`config.mk`:
```
export PLATFORM = sky130hd
export DESIGN_NAME = seq_feed_ctrl
export DESIGN_NICKNAME = d
export VERILOG_FILES = /design/src/rtl/seq_feed_ctrl_pkg.sv /design/src/rtl/seq_feed_ctrl_step_prescaler.sv /design/src/rtl/seq_feed_ctrl.sv
export SDC_FILE = /design/constraint.sdc
export NUM_CORES = 1
export LEC_CHECK = 0
export ABC_CLOCK_PERIOD_IN_PS = 2000
export CAP_MARGIN = 30
export CORE_ASPECT_RATIO = 1.5
export CORE_UTILIZATION = 40
export DETAILED_ROUTE_END_ITERATION = 10
export PLACE_DENSITY = 0.73
export SETUP_SLACK_MARGIN = 0.2
export SYNTH_ARGS = -nofsm -noshare
export SYNTH_HDL_FRONTEND = slang
export SYNTH_SLANG_ARGS = --single-unit
```
`constraint.sdc`:
```
create_clock -name System_clk -period 2 [get_ports System_clk]
set_input_delay 0.3 -clock System_clk [delete_from_list [all_inputs] [get_ports System_clk]]
set_output_delay 0.3 -clock System_clk [all_outputs]
set_load 0.1 [all_outputs]
```
`src/rtl/seq_feed_ctrl_pkg.sv`:
```
// Shared types and constants for the 101011 detector feed controller.
package seq_feed_ctrl_pkg;

  typedef enum logic [2:0] {
    ST_IDLE   = 3'd0,
    ST_LOADED = 3'd1,
    ST_CLEAR  = 3'd2,
    ST_FEED   = 3'd3,
    ST_STEP   = 3'd4,
    ST_CHECK  = 3'd5,
    ST_DONE   = 3'd6
  } state_t;

  // One auto step per second on the 50 MHz board clock.
  localparam int unsigned BOARD_PRESCALE = 50_000_000;

endpackage

```
`src/rtl/seq_feed_ctrl_step_prescaler.sv`:
```
// Auto-step prescaler: counts while enabled, ticks on the last count, and
// returns to zero whenever disabled so every enable starts a fresh period.
module step_prescaler
  import seq_feed_ctrl_pkg::*;
#(
  parameter int unsigned PRESCALE = BOARD_PRESCALE
) (
  input  logic clk,
  input  logic rst_n,
  input  logic en,
  output logic tick
);

  localparam int unsigned CW = $clog2(PRESCALE);

  logic [CW-1:0] cnt;

  assign tick = en && (cnt == CW'(PRESCALE - 1));

  always_ff @(posedge clk or negedge rst_n) begin
    if (!rst_n) begin
      cnt <= '0;
    end else if (!en || tick) begin
      cnt <= '0;
    end else begin
      cnt <= cnt + CW'(1);
    end
  end

endmodule

```
`src/rtl/seq_feed_ctrl.sv`:
```
// Sequences a captured switch pattern MSB-first into the 101011 detector,
// one bit per manual or prescaled step, and tallies detector hits.
module seq_feed_ctrl
  import seq_feed_ctrl_pkg::*;
#(
  parameter int unsigned WORD_W   = 16,
  parameter int unsigned IDX_W    = 4,
  parameter int unsigned CNT_W    = 4,
  parameter int unsigned PRESCALE = BOARD_PRESCALE
) (
  input  logic              System_clk,
  input  logic              System_rst_n,
  input  logic              load,
  input  logic              start,
  input  logic              step_req,
  input  logic              auto_en,
  input  logic [WORD_W-1:0] pattern_in,
  input  logic              det_hit,
  output logic              det_bit,
  output logic              det_step,
  output logic              det_clr,
  output logic              busy,
  output logic              done,
  output logic [IDX_W-1:0]  bit_idx,
  output logic [CNT_W-1:0]  hit_cnt,
  output logic              hit_ovf
);

  localparam logic [IDX_W-1:0] LAST_IDX = IDX_W'(WORD_W - 1);

  state_t            state, next_state;
  logic [WORD_W-1:0] pattern;
  logic              presc_en, tick, step_ev, capture;

  assign presc_en = (state == ST_FEED) && auto_en;
  assign step_ev  = auto_en ? tick : step_req;

  step_prescaler #(.PRESCALE(PRESCALE)) u_prescaler (
    .clk   (System_clk),
    .rst_n (System_rst_n),
    .en    (presc_en),
    .tick  (tick)
  );

  always_ff @(posedge System_clk or negedge System_rst_n) begin
    if (!System_rst_n) state <= ST_IDLE;
    else               state <= next_state;
  end

  always_comb begin
    next_state = state;
    capture    = 1'b0;
    case (state)
      ST_IDLE: begin
        if (load) begin
          capture    = 1'b1;
          next_state = ST_LOADED;
        end
      end
      ST_LOADED, ST_DONE: begin
        // load has priority over start in both parked states
        if (load) begin
          capture    = 1'b1;
          next_state = ST_LOADED;
        end else if (start) begin
          next_state = ST_CLEAR;
        end
      end
      ST_CLEAR: next_state = ST_FEED;
      ST_FEED:  if (step_ev) next_state = ST_STEP;
      ST_STEP:  next_state = ST_CHECK;
      ST_CHECK: next_state = (bit_idx == LAST_IDX) ? ST_DONE : ST_FEED;
      default:  next_state = ST_IDLE;
    endcase
  end

  // Status strobes are decoded from next_state so they line up with the state register.
  always_ff @(posedge System_clk or negedge System_rst_n) begin
    if (!System_rst_n) begin
      pattern  <= '0;
      det_bit  <= 1'b0;
      det_step <= 1'b0;
      det_clr  <= 1'b0;
      busy     <= 1'b0;
      done     <= 1'b0;
      bit_idx  <= '0;
      hit_cnt  <= '0;
      hit_ovf  <= 1'b0;
    end else begin
      if (capture) pattern <= pattern_in;
      det_clr  <= (next_state == ST_CLEAR);
      det_step <= (next_state == ST_STEP);
      busy     <= next_state inside {ST_CLEAR, ST_FEED, ST_STEP, ST_CHECK};
      done     <= (next_state == ST_DONE);

      if (state == ST_CLEAR) begin
        hit_cnt <= '0;
        hit_ovf <= 1'b0;
        bit_idx <= '0;
      end

      if (state == ST_FEED && step_ev) det_bit <= pattern[LAST_IDX - bit_idx];

      if (state == ST_CHECK) begin
        if (det_hit) begin
          if (hit_cnt == '1) hit_ovf <= 1'b1;
          else               hit_cnt <= hit_cnt + CNT_W'(1);
        end
        if (bit_idx != LAST_IDX) bit_idx <= bit_idx + IDX_W'(1);
      end
    end
  end

endmodule

```
==> results.yml <==
die:
  die_h_um: 106
  num_rows: 37
  core_um2: 6900
  die_width_um: 71.4
  die_area_um2: 7570
  io_pins: 37
  start_util: 0.418
place:
  port_buffers: 36
  place.detailed.hpwl_um: 4080
  routabilityCongestion: 0.790
  dp.cells: 389
synthesis:
  ys_ff_latch: 59
  synth_ff_type: "dfrtp_1"
  synthCells: 274
  async_flop_share: 1.00
  synth_area_um2: 2890
  yosysWarningCount: 0
  ys_types: 43
  yosysSeqAreaShare: 0.511
  synth_edf_count: 0
  synthesis.nets: 300
  syn_avg_cell_area_um2: 10.5
layout:
  diodes: 0
  area_delta_synth_final_pct: 25.4
  fillers: 610
  layout_common_cells: "53 x dfrtp_1, 45 x nor2_1, 26 x buf_4"
  final_common_cell: "dfrtp_1"
  nNetsFinal: 352
  postLayoutCoreUtil: 0.525
  drive_gt1_frac: 0.230
  final_cells: 409
power:
  p_leak_nw: 1.52
  vdd_drop_max_v: 0.000467
  p_int_mw: 2.75
  switching_share: 0.353
  power_density_nw_per_um2: 1170
  pwr-share-clk: 0.271
  p_sw_mw: 1.50
  p_seq_frac: 0.391
  comb_power_share: 0.337
sta:
  fin_skew_ns: 0.0136
  finalCritPeriodShare: 0.910
  fmax_mhz: 549
  slew_violations: 0
  tns_ns: 0
  holdWs_ns: 0.470
  hold_viol: 0
  period_minus_slack_ns: 1.82
  tightestPinTransition_ns: 0.507
  setup_viol: 0
  slew_headroom: 0.662
  rsz0062_at_grt: "yes"
critical_path:
  crit_type: "reg -> reg"
  worstPathCellList: "or4_4, nor3b_2, nand4_2, o21ai_2, mux2_4"
  critPathMaxFanout: 4
  worstPathArrival_ns: 2.05
  r2r_start: "u_prescaler.cnt[10]"
  critPathLaunch: "u_prescaler.cnt[10]"
  critPathBufInv: 0
  start_kind: "register"
  slowest_stage: "or4_4"
  worstPathRequired_ns: 2.23
  crit_family: "simple AND/OR/NAND/NOR gates"
  end_kind: "register"
  slowest_delay_ns: 0.53
clock_network:
  clock_path_buffers: 2
  path_clk_slew_ns: 0.07
  cts-root-buf: "clkbuf_8"
  cts_tree: "done"
  cts_made_buffers: 9
  cts.sinks: 59
  insertion_delay_ns: 0.34
  htree_levels: 3
grt:
  grt_pass1_wl_um: 10100
  antenna_found_initial: 0
  grt_max_degree: 40
  grt_pass1_vias: 2276
  overflow: 0
  gr-usage-all-layers: 0.172
drt:
  ant_nets: 0
  wl_per_cell_um: 14.3
  first_pass_iters: 7
  initialDrtViolationCount: 146
  vias: 2182
  vias_per_cell: 5.33
  drc_errors: 4
  wl_um: 5850
status:
  violations: "design-rule violations"
  status: "finished with violations"
job:
  drv_cap: 0
min_path:
  hp-class: "in -> async"
-- flip-flops by register name, summed over array words and instances (netlist names), 3 cells and up --
name             count
state                3
pattern             16
u_prescaler.cnt     26
bit_idx              4
hit_cnt              4
-- per-stage QoR --
step	power (mW)	worst slack, ns	instance area (um2)
after floorplan	2.77	-0.00713	2910
after global placement	3.08	0.103	3370
after detailed placement	3.12	0.0878	3370
after CTS	4.29	0.165	3600
after global routing	4.48	0.0891	3620
final	4.25	0.180	3620
-- cells in the mapped netlist (2+ instances only) --
cell / instances / share of area
buf_2: 2 / 0.0035
a211oi_1: 2 / 0.0052
nor2_1: 45 / 0.059
and3_1: 5 / 0.011
mux2_2: 16 / 0.062
nor3_1: 5 / 0.0087
xnor2_1: 8 / 0.024
a31oi_1: 2 / 0.0043
dfrtp_1: 59 / 0.51
a32o_1: 2 / 0.0069
ha_1: 3 / 0.013
nand3b_1: 2 / 0.0052
mux2i_1: 2 / 0.0069
nor2b_1: 5 / 0.011
nor4_1: 2 / 0.0043
xor2_1: 16 / 0.049
nand4_1: 8 / 0.017
nand3_1: 15 / 0.026
inv_1: 2 / 0.0026
o211ai_1: 2 / 0.0052
a21oi_1: 6 / 0.010
mux4_2: 4 / 0.031
nand2_1: 20 / 0.026
o21ai_0: 13 / 0.023
nand2b_1: 5 / 0.011
buf_6: 2 / 0.0078
clkbuf_1: 5 / 0.0065
-- path summary, 6_finish.rpt --
kind	endpoint	slack, ns	depth (start not counted)
setup / recovery	det_bit	0.18	5
hold / removal	done	0.47	2
setup reg to reg	det_bit	0.18	5
hold reg to reg	hit_ovf	0.49	2
max in group asynchronous	bit_idx[0]	0.95	3
min in group System_clk	hit_ovf	0.49	2
-- metal layers --
metal,share of wire,global-route usage
met4,0.015,0.0686
met5,0,0
met2,0.55,0.308
met3,0.035,0.0436
met1,0.40,0.193
-- power groups by stage --
stage / combinational [mW] / sequential [mW] / clock, mW
2_1_floorplan: 0.800 / 1.97 / 0
3_3_place_gp: 1.41 / 1.67 / 0
3_5_place_dp: 1.43 / 1.69 / 0
4_1_cts: 1.45 / 1.67 / 1.18
5_1_grt: 1.54 / 1.70 / 1.23
6_report: 1.43 / 1.66 / 1.15
-- final cells by class --
type / count / area (um2) / area share
clock inverters: 5 / 78.8 / 0.0218
inverters: 2 / 7.51 / 0.00207
well taps: 78 / 97.6 / 0.0270
multi-input cells: 203 / 1360 / 0.375
repair buffers: 51 / 460 / 0.127
flip-flops and latches: 59 / 1490 / 0.411
clock buffers: 11 / 131 / 0.0363
-- cells by family after synthesis --
logic type,count (synthesis),synth area share
buffers and inverters,12,0.0230
muxes,23,0.104
AOI/OAI and AO/OA,34,0.0737
xor gates and xnor gates,24,0.0728
DFF,59,0.511
and+or+nand+nor,119,0.202
adders and majority gates,3,0.0130
-- timing repair --
item                                   4_1_cts  5_1_grt
setup buffers                                1        2
resized for setup                            1        1
hold buffers                                 1        0
cloned                                       0        0
setup endpoints to repair                   26       28
endpoints found under the hold margin       20        0
pin swaps                                    4        3
Note: power is estimated with default switching activity, not from simulation.
==> RTL edit 1 (same settings) <==
Make the reset (`System_rst_n` and `rst_n`) synchronous in 3 clocked blocks.
--- a/src/rtl/seq_feed_ctrl_step_prescaler.sv
+++ b/src/rtl/seq_feed_ctrl_step_prescaler.sv
@@ -18,5 +18,5 @@
   assign tick = en && (cnt == CW'(PRESCALE - 1));
 
-  always_ff @(posedge clk or negedge rst_n) begin
+  always_ff @(posedge clk) begin
     if (!rst_n) begin
       cnt <= '0;
--- a/src/rtl/seq_feed_ctrl.sv
+++ b/src/rtl/seq_feed_ctrl.sv
@@ -43,5 +43,5 @@
   );
 
-  always_ff @(posedge System_clk or negedge System_rst_n) begin
+  always_ff @(posedge System_clk) begin
     if (!System_rst_n) state <= ST_IDLE;
     else               state <= next_state;
@@ -76,5 +76,5 @@
 
   // Status strobes are decoded from next_state so they line up with the state register.
-  always_ff @(posedge System_clk or negedge System_rst_n) begin
+  always_ff @(posedge System_clk) begin
     if (!System_rst_n) begin
       pattern  <= '0;
Formal check against the unedited RTL: differs if System_rst_n is asserted again (counterexample within 4 cycles, from zero or initial values and one cycle with System_rst_n low); with System_rst_n held inactive, the same outputs for 10 cycles.
==> RTL edit 1 against the unedited design <==
Cell area fell by 3.3%; worst hold slack better by 0.045 ns; count of clock-buffer cells in the layout fell by 2; sequential share of layout area decreased by 7.0 points; sequential cell count unchanged; wire length down 0.77%; setup slack better by 0.090 ns; global-route usage about the same; maximum frequency grew 5.2%; synthesized cell count is 12% higher; via count grew 4.6%; synthesized area shrank 3.6%.
Power is not compared: it rests on default switching activity, and its combinational part moved more than twofold at a synthesized area within 25%.
==> RTL edit 1: results (changes against the unedited design) <==
CP max FO=13 (+9); top post-synthesis cells by count=59 x dfxtp_1, 35 x nor2_1, 22 x nor2b_1, 21 x nand3_1, 20 x nand2_1; wirelength, routed=5.80 mm (-0.77%); Setup Buffers After CTS=0 (-1); FILL cells=603 (-1.1%); Async S/R FF share, synth=0% (-100 points); CP arrival=1.97 ns (-0.08 ns); Post-DP Area=3250 um^2 (-3.6%); largest net degree at the start of global routing=27 (-33%); max incr delay on CP=0.55 ns (+0.02 ns); status=finished, final reports clean; vias in the first global route=2223 (-2.3%); hpwl dp=4.09 mm (about the same); slew margin rel.=68.4% (+2.2 points); Post-Place Worst Slack=0.165 ns (+0.0770 ns); WL met3=191 um (-5.4%); clock skew=0.0109 ns (-0.00272 ns); Initial DRC Count=134 (-8.2%); vias per inst=5.25 (-1.6%); fraction of layout cells with a size suffix above 1=17.3% (-5.7 points); GRT Overall Usage=17.2% (-0.037 points); drt first pass iters=4 (-3); Cells after DPL=418 (+7.5%); # resized after CTS=0 (-1); type of the worst min-delay path=flip-flop to flip-flop; Synth area leaders=dfxtp_1 42%, mux2i_1 6.1%, xor2_1 6.0%, nor2b_1 4.9%, nor2_1 4.7%; post-synthesis sequential area ratio=42.5% (-8.7 points); gpl congestion=0.791 (about the same); met2 WL post-DR=2.96 mm (-7.8%); synthesized area per cell=9.06 um^2 (-14%); Via Count=2283 (+4.6%); synthesized net count=333 (+11%)
==> RTL edit 1: changes by cell type after synthesis, sizes merged, moves of 5 or more <==
cell,unedited run,this run
dfrtp,59,0
dfxtp,0,59
nor2b,5,22
mux2,17,1
mux2i,2,17
nor2,45,35
nand3,15,21
nand2b,5,0
==> RTL edit 1: power by group <==
group	internal, uW	switching (uW)	total (uW)
clock network	583	521	1100
registers	1200	20.4	1220
logic	98.4	77.2	176
total	1880	618	2500
==> RTL edit 1: area by class of cell <==
cell class	count	area [um^2]	share of cell area (%)
sequential	59	1190	34.1
inverter	5	18.8	0.536
tap	76	95.1	2.72
timing repair buffer	50	460	13.2
clock inverter	7	77.6	2.22
multi-input combinational	229	1530	43.8
clock buffer	9	124	3.54
==> RTL edit 1: final timing paths <==
| kind | startpoint | endpoint | slack (ns) | cells past startpoint |
|---|---|---|---|---|
| max reg2reg | u_prescaler.cnt[9]$_SDFF_PP0_ | u_prescaler.cnt[15]$_SDFF_PP0_ | 0.27 | 6 |
| max | u_prescaler.cnt[9]$_SDFF_PP0_ | u_prescaler.cnt[15]$_SDFF_PP0_ | 0.27 | 6 |
| min | pattern[1]$_SDFFE_PN0P_ | pattern[1]$_SDFFE_PN0P_ | 0.51 | 2 |
| min reg2reg | pattern[1]$_SDFFE_PN0P_ | pattern[1]$_SDFFE_PN0P_ | 0.51 | 2 |
==> RTL edit 1: routing by layer <==
metal	up-vias	track usage [%]
li1	1172	-
met1	1064	19.9
met2	37	29.9
met3	10	4.26
met4	0	6.86
met5	-	0
==> RTL edit 1: cells by family after synthesis <==
family | share of synthesized area [%]
multiplexers | 9.76
AO/OA/AOI/OAI | 7.65
adder cells (fa/ha/maj) | 1.35
buffers and inverters | 3.37
XOR/XNOR | 7.87
flip-flops | 42.5
AND/OR/NAND/NOR | 27.5
==> RTL edit 2 (config.mk and constraints unchanged) <==
Without the edit above. `CNT_W`: 4 -> 3.
--- a/src/rtl/seq_feed_ctrl.sv
+++ b/src/rtl/seq_feed_ctrl.sv
@@ -6,5 +6,5 @@
   parameter int unsigned WORD_W   = 16,
   parameter int unsigned IDX_W    = 4,
-  parameter int unsigned CNT_W    = 4,
+  parameter int unsigned CNT_W    = 3,
   parameter int unsigned PRESCALE = BOARD_PRESCALE
 ) (
Ports: changed (resized hit_cnt); port bits go from 37 to 36. The function was not compared with the original's and may differ.
==> RTL edit 2 against the unedited design <==
Core utilization is 1.9 points higher; wire length is 14% higher; critical path type unchanged; sequential cell count is 1 lower; global-route usage is 0.79 points higher; total power is 10% higher; maximum frequency is 7.8% lower; largest power group is now combinational cells; final cell count is 2.0% higher; cell area is 4.3% higher; combinational power is 23% higher; non-clock buffer count is 8 higher; via count is 5.3% higher; setup slack worse by 0.15 ns; synthesized area is 1.0% higher.
==> RTL edit 2: results (changes against the unedited design) <==
status=finished, final reports clean; Crit Reg-Reg Startpoint=u_prescaler.cnt[7]$_DFF_PN0_; Synth cell types=47 (+9.3%); Post-Place Worst Slack=0.0740 ns (-0.0138 ns); biggest regs=u_prescaler.cnt: 26 flops, pattern: 16 flops, bit_idx: 4 flops; VDD IR-drop max=654 uV (+40%); drt first pass iters=4 (-3); synthesized area per cell=10.6 um^2 (+0.63%); Comb group=1760 uW (+23%); top post-synthesis cells by count=58 x dfrtp_1, 33 x nor2_1, 18 x nand2_1, 17 x xor2_1; Synth area leaders=dfrtp_1 50%, mux2_2 6.2%, xor2_1 5.1%, nor2_1 4.2%, mux4_2 3.1%; clock network power=1200 uW (+4%); GR Util met1=20.3% (+1.1 points); vias per inst=5.51 (+3.3%); port bufs=35 (-2.8%); Post-Synth XOR/XNOR Area=7.21% (-0.072 points); GRT Overall Usage=18.0% (+0.79 points); largest net degree at the start of global routing=25 (-38%); post-synthesis compound-gate area fraction=8.37% (+1.0 points); CP arrival=2.20 ns (+0.15 ns); met2 Use GR=31.2% (+0.38 points); synthesized net count=302 (+0.67%); mux cell area share after synthesis=10.3% (-0.10 points); Slew @ Worst Pin=0.520 ns (+0.0133 ns); FILL cells=599 (-1.8%); leakage=0.00158 uW (+4.5%); routed length per instance=15.9 um (+12%); clock skew=0.00806 ns (-0.00551 ns); fraction of layout cells with a size suffix above 1=27.4% (+4.5 points)
[RTL edit 2: path summary, 6_finish.rpt]
path                                                 to  slack, ns  cells past startpoint
max reg2reg                         det_bit$_DFFE_PN0P_       0.03                      5
max in group asynchronous  u_prescaler.cnt[0]$_DFF_PN0_       0.81                      4
min                              pattern[7]$_DFFE_PN0P_       0.48                      2
min reg2reg                        hit_cnt[0]$_DFF_PN0_       0.50                      1
max                                 det_bit$_DFFE_PN0P_       0.03                      5
min in group System_clk            hit_cnt[0]$_DFF_PN0_       0.50                      1
[RTL edit 2: critical path: stages, from the launching register on]
cell	delay [ns]
dfrtp_1	0.40
or4_4	0.55
nor4_4	0.24
and4_4	0.29
a21oi_2	0.08
mux2_4	0.30
[RTL edit 2: cell families (layout without fill, tap and decap cells)]
logic type | after synthesis | in the layout
xor gates and xnor gates | 24 | 24
and+or+nand+nor | 109 | 110
AOI/OAI and AO/OA | 39 | 39
DFF | 58 | 58
muxes | 23 | 23
buffers and inverters | 18 | 81
adders and majority gates | 4 | 4
[RTL edit 2: area by class of cell]
class / instances / area (um^2) / share of cell area (%)
Clock inverter: 5 / 77.6 / 2.06
Clock buffer: 11 / 141 / 3.75
Multi-Input combinational cell: 200 / 1440 / 38.3
Inverter: 6 / 22.5 / 0.597
Tap cell: 78 / 97.6 / 2.59
Sequential cell: 58 / 1470 / 39.0
Timing Repair Buffer: 59 / 520 / 13.8
[RTL edit 2: what timing repair did]
action                                 4_1_cts  5_1_grt
buffers inserted                             1        5
setup endpoints to repair                   25       33
endpoints found under the hold margin       21        0
gates cloned                                 0        1
pin swaps                                    1        3
resized for setup                            0       11
hold buffers                                 1        0
